==> config.mk <==
export PLATFORM = sky130hd
export DESIGN_NAME = obi_arbiter_2to1
export DESIGN_NICKNAME = d
export VERILOG_FILES = /design/src/rtl/obi_arb_pkg.sv /design/src/rtl/obi_arb_pick.sv /design/src/rtl/obi_arbiter_2to1.sv
export SDC_FILE = /design/constraint.sdc
export NUM_CORES = 1
export LEC_CHECK = 0
export BUFFER_PORTS_ARGS = -buffer_cell sky130_fd_sc_hd__buf_2
export CORE_AREA = 10 10 115 117
export CTS_BUF_LIST = sky130_fd_sc_hd__clkbuf_8
export CTS_CLUSTER_DIAMETER = 80
export DETAILED_ROUTE_END_ITERATION = 10
export DIE_AREA = 0 0 125 127
export SETUP_SLACK_MARGIN = 0.3
export SLEW_MARGIN = 30
export SYNTH_ARGS = -nofsm -noshare
export SYNTH_HDL_FRONTEND = slang
export SYNTH_SLANG_ARGS = --single-unit
==> constraint.sdc <==
create_clock -name clk -period 4 [get_ports clk]
set_input_delay 0.4 -clock clk [delete_from_list [all_inputs] [get_ports clk]]
set_output_delay 0.4 -clock clk [all_outputs]
set_load 0.02 [all_outputs]
==> src/rtl/obi_arb_pkg.sv <==
// Shared types and constants for the two-requester OBI arbiter.
package obi_arb_pkg;

    typedef enum logic [1:0] {
        IDLE = 2'd0,
        REQ  = 2'd1,
        RESP = 2'd2
    } state_e;

    localparam logic PORT_INSTR = 1'b0;
    localparam logic PORT_DATA  = 1'b1;

endpackage

==> src/rtl/obi_arb_pick.sv <==
// Combinational winner select for the OBI arbiter.
// OBI_ARB_RR_EN selects round-robin tie-breaking; otherwise the data port wins ties.
module obi_arb_pick
    import obi_arb_pkg::*;
(
    input  logic [1:0] i_req,
    input  logic       i_last,
    output logic       o_winner
);

`ifdef OBI_ARB_RR_EN
    // On a tie the port that did not win last time goes next.
    always_comb begin
        if (i_req == 2'b11) begin
            o_winner = ~i_last;
        end else if (i_req[1]) begin
            o_winner = PORT_DATA;
        end else begin
            o_winner = PORT_INSTR;
        end
    end
`else
    logic w_unused_last;

    assign w_unused_last = i_last;
    assign o_winner      = i_req[1] ? PORT_DATA : PORT_INSTR;
`endif

endmodule

==> src/rtl/obi_arbiter_2to1.sv <==
// Two-to-one OBI arbiter (instr fetch on port 0, data on port 1) with one transaction in flight.
// Tie-breaking is round-robin when OBI_ARB_RR_EN is defined, fixed data-first otherwise.
module obi_arbiter_2to1
    import obi_arb_pkg::*;
#(
    parameter int ADDR_W = 32,
    parameter int DATA_W = 32
) (
    input  logic                clk,
    input  logic                rst_n,

    input  logic                m0_req_i,
    input  logic                m0_we_i,
    input  logic [DATA_W/8-1:0] m0_be_i,
    input  logic [ADDR_W-1:0]   m0_addr_i,
    input  logic [DATA_W-1:0]   m0_wdata_i,
    output logic                m0_gnt_o,
    output logic                m0_rvalid_o,
    output logic [DATA_W-1:0]   m0_rdata_o,

    input  logic                m1_req_i,
    input  logic                m1_we_i,
    input  logic [DATA_W/8-1:0] m1_be_i,
    input  logic [ADDR_W-1:0]   m1_addr_i,
    input  logic [DATA_W-1:0]   m1_wdata_i,
    output logic                m1_gnt_o,
    output logic                m1_rvalid_o,
    output logic [DATA_W-1:0]   m1_rdata_o,

    output logic                s_req_o,
    output logic                s_we_o,
    output logic [DATA_W/8-1:0] s_be_o,
    output logic [ADDR_W-1:0]   s_addr_o,
    output logic [DATA_W-1:0]   s_wdata_o,
    input  logic                s_gnt_i,
    input  logic                s_rvalid_i,
    input  logic [DATA_W-1:0]   s_rdata_i
);

    state_e     r_state;
    logic       r_owner;
    logic       r_last;

    logic [1:0] w_req;
    logic       w_winner;
    logic       w_sel;
    logic       w_grant;
    logic       w_resp;

    assign w_req = {m1_req_i, m0_req_i};

    obi_arb_pick u_pick (
        .i_req    (w_req),
        .i_last   (r_last),
        .o_winner (w_winner)
    );

    // Fresh arbitration only in IDLE; once presented, the owner is locked until gnt.
    assign w_sel   = (r_state == IDLE) ? w_winner : r_owner;
    assign s_req_o = (r_state == IDLE) ? (|w_req) :
                     (r_state == REQ)  ? w_req[r_owner] : 1'b0;

    assign s_we_o    = s_req_o & (w_sel ? m1_we_i : m0_we_i);
    assign s_be_o    = s_req_o ? (w_sel ? m1_be_i    : m0_be_i)    : '0;
    assign s_addr_o  = s_req_o ? (w_sel ? m1_addr_i  : m0_addr_i)  : '0;
    assign s_wdata_o = s_req_o ? (w_sel ? m1_wdata_i : m0_wdata_i) : '0;

    assign w_grant  = s_req_o & s_gnt_i;
    assign m0_gnt_o = w_grant & (w_sel == PORT_INSTR);
    assign m1_gnt_o = w_grant & (w_sel == PORT_DATA);

    // Responses are only accepted while waiting for one; anything else is dropped.
    assign w_resp      = (r_state == RESP) & s_rvalid_i;
    assign m0_rvalid_o = w_resp & (r_owner == PORT_INSTR);
    assign m1_rvalid_o = w_resp & (r_owner == PORT_DATA);
    assign m0_rdata_o  = s_rdata_i;
    assign m1_rdata_o  = s_rdata_i;

    always_ff @(posedge clk or negedge rst_n) begin
        if (!rst_n) begin
            r_state <= IDLE;
            r_owner <= PORT_INSTR;
            r_last  <= PORT_DATA;
        end else begin
            case (r_state)
                IDLE: begin
                    if (|w_req) begin
                        r_owner <= w_winner;
                        if (s_gnt_i) begin
                            r_last  <= w_winner;
                            r_state <= RESP;
                        end else begin
                            r_state <= REQ;
                        end
                    end
                end
                REQ: begin
                    if (w_grant) begin
                        r_last  <= r_owner;
                        r_state <= RESP;
                    end
                end
                RESP: begin
                    if (s_rvalid_i) begin
                        r_state <= IDLE;
                    end
                end
                default: r_state <= IDLE;
            endcase
        end
    end

`ifndef SYNTHESIS
    // A stray response is tolerated (e.g. a late one after reset), so it only warns.
    a_rvalid_in_resp: assert property (@(posedge clk) disable iff (!rst_n)
        s_rvalid_i |-> (r_state == RESP))
        else $warning("obi_arbiter_2to1: s_rvalid_i outside RESP ignored");

    a_req_stable: assert property (@(posedge clk) disable iff (!rst_n)
        (r_state == REQ) |-> w_req[r_owner])
        else $error("obi_arbiter_2to1: owner dropped req before gnt");
`endif

endmodule

==> impl_metrics.yaml <==
synthesis:
  ys.flop_type: "dfrtp_1"
  synth_cell_types: 28
  synth_xor_area_share_pct: 0
  synthAdderAreaFrac_pct: 0
  avgSynthCellArea_sq_um: 7.69
  synth.top_cells.by_area: "nand3_2 (23%), a21oi_2 (23%), buf_4 (19%), o21ai_0 (14%), buf_6 (7.3%)"
  yosysTopAreaCell: "nand3_2"
  synth_top_area_share_pct: 22.9
  yosysWarnings: 0
  synth_top_family_by_area: "compound AO/OA/AOI/OAI gates"
  synth_compound_area_share_pct: 38.3
  synthCells: 341
  synthMuxAreaShare_pct: 0.382
  ys_seq_area_share_pct: 2.86
  synthSimpleGateAreaFrac_pct: 28.0
  syn_area_sq_um: 2620
  synth-seq-cells: 3
  ys_async_sr_fraction_pct: 100
  synth_nets: 517
  synth-edff-count: 0
clocking:
  clk_path_buf_depth: 2
  holdBufCountCts: 1
  cts.sinks: 3
  clk_pin_slew_ps: 30
  postCtsSetupBuffers: 0
  cts-root-buf: "clkbuf_8"
  cts_tree: "built"
  cts-resized-gates: 0
  numCtsBuffers: 3
  h-tree-depth: 1
  insertion_delay_ps: 210
drt:
  postRouteAntennaNets: 0
  wl_per_cell_microns: 16.4
  dr.pass1.iters: 4
  drt_iter0_drc: 89
  vias_per_cell: 4.80
  num_vias: 2913
  wl_microns: 9940
  drcViolationCount: 0
sta:
  fin_crit_sh_pct: 69.2
  finalCriticalPeriod_ps: 2770
  maxSlewHeadroom_pct: 48.7
  fmax_mhz: 361
  layout_setup_ws_ps: 1230
  worstMarginPinSlew_ps: 769
  timing.final.max_slew_violations: 0
  setup_violations: 0
  hold_viol: 0
  fin_skew_ps: 0.474
  tns_ps: 0
  rsz0062_at_grt: "no"
worst_setup_path:
  critPathLaunchType: "flop"
  r2r_start: "r_state[0]"
  cp.arrival_ps: 2370
  crit_required_ps: 3600
  endpoint_kind: "primary output"
  critPathKind: "flop to primary output"
  worstRegToRegCells: 3
  rrSetupSlack_ps: 2080
  critPathMaxFanout: 38
  reg2reg_to: "r_owner"
grt:
  grt_start_max_net_pins: 71
  grt_antenna_before_repair: 0
  overflow: 0
  grt_pass1_vias: 2978
  track_usage_pct: 10.9
  grt_pass1_wl_microns: 15200
finish:
  final_cell_mix: "buf_2 (217), o21ai_0 (71), a21oi_2 (68)"
  final_common_cell: "buf_2"
  nets: 641
  num_antenna_cells: 0
  drive_gt1_share_pct: 77.6
  syn2layout_area_growth_pct: 24.0
  postLayoutCoreUtil_pct: 29.2
power_and_ir_drop:
  ir_worst_vdd_mv: 0.370
  leakagePower_nw: 1.55
  power_density_nw_per_um2: 614
hold_path:
  hold_depth: 3
  hold_class: "input port to flop"
  min_to: "r_state[1]"
  hp-start: "m0_req_i"
outcome:
  status: "completed"
die:
  ioPinCount: 314
  die_w_microns: 125
  die_area_sq_um: 15900
  rows: 39
  initial_core_util_pct: 23.6
  core_sq_um: 11100
  die_h_microns: 127
place:
  numPortBuffers: 217
  pre_cts_slack_ps: 1400
  globalplace.congestion: 0.844
  dp_hpwl_microns: 7980
flow_run:
  cap_violations: 0
-- worst max-delay path by stage --
| stage | to | slack, ps | startpoint | cells after the start |
|---|---|---|---|---|
| 6_report | s_wdata_o[27] | 1230 | r_state[0] | 5 |
| 5_1_grt | s_wdata_o[27] | 1080 | r_state[0] | 5 |
| 4_1_cts | s_addr_o[24] | 1170 | r_state[0] | 4 |
| 3_5_place_dp | s_addr_o[24] | 1400 | r_state[0] | 4 |
| 3_3_place_gp | s_wdata_o[27] | 1470 | r_state[0] | 5 |
| 2_1_floorplan | s_we_o | 2150 | r_state[0] | 5 |
-- where the power goes --
group	internal [mW]	switching (mW)	total, mW
sequential	0.0414	0.0374	0.0788
combinational	0.600	1.23	1.83
clock	0.0652	0.0189	0.0841
total	0.707	1.29	2.00
-- synth_stat cells (3+ instances only) --
cell type / n
nand3_2: 60
nand3_1: 10
dfrtp_1: 3
buf_4: 68
a21oi_2: 68
clkbuf_1: 6
o21ai_0: 71
nor3_1: 3
buf_2: 13
nor2_1: 3
buf_6: 17
-- sequential cells by signal, indices dropped and copies added (netlist names) --
signal and cells:
r_owner 1, r_state 2
-- cells by family (layout without fill, tap and decap cells) --
logic type,count (synthesis),after routing
DFF,3,3
muxes,1,1
buffers and inverters,107,230
AOI/OAI and AO/OA,146,146
and+or+nand+nor,84,84
-- area by class of cell --
| type | count | area, sq um |
|---|---|---|
| clock buffers | 3 | 41.3 |
| clock inverters | 1 | 3.75 |
| fillers | 1195 | 7870 |
| inverters | 3 | 11.3 |
| multi-input cells | 231 | 1780 |
| flip-flops and latches | 3 | 75.1 |
| well taps | 143 | 179 |
| repair buffers | 223 | 1160 |
-- stage by stage --
step                total power [mW]  hold WS (ps)  area [sq um]  cells
floorplan                       1.61           104          2620    341
global placement                1.86           200          3170    601
detailed placement              1.92           201          3190    602
CTS                             2.01           500          3240    607
global route                    2.16           538          3250    607
finish                          2.00           502          3250    607
-- critical path, stage by stage (launching register included) --
cell and delay, ps:
dfrtp_1 630, or3b_4 640, buf_12 320, nand3_1 160, a21oi_2 150, buf_2 170
-- per-layer routing --
layer	up-vias	share of wire, %	routed length [microns]	global-route usage [%]
met5	-	0	0	0
met1	1339	40	3990	12.5
met3	13	9.9	980	3.97
met2	171	49	4860	18.8
met4	0	1.2	115	2.57
li1	1390	-	-	-
Power figures use the tool's default switching activity.
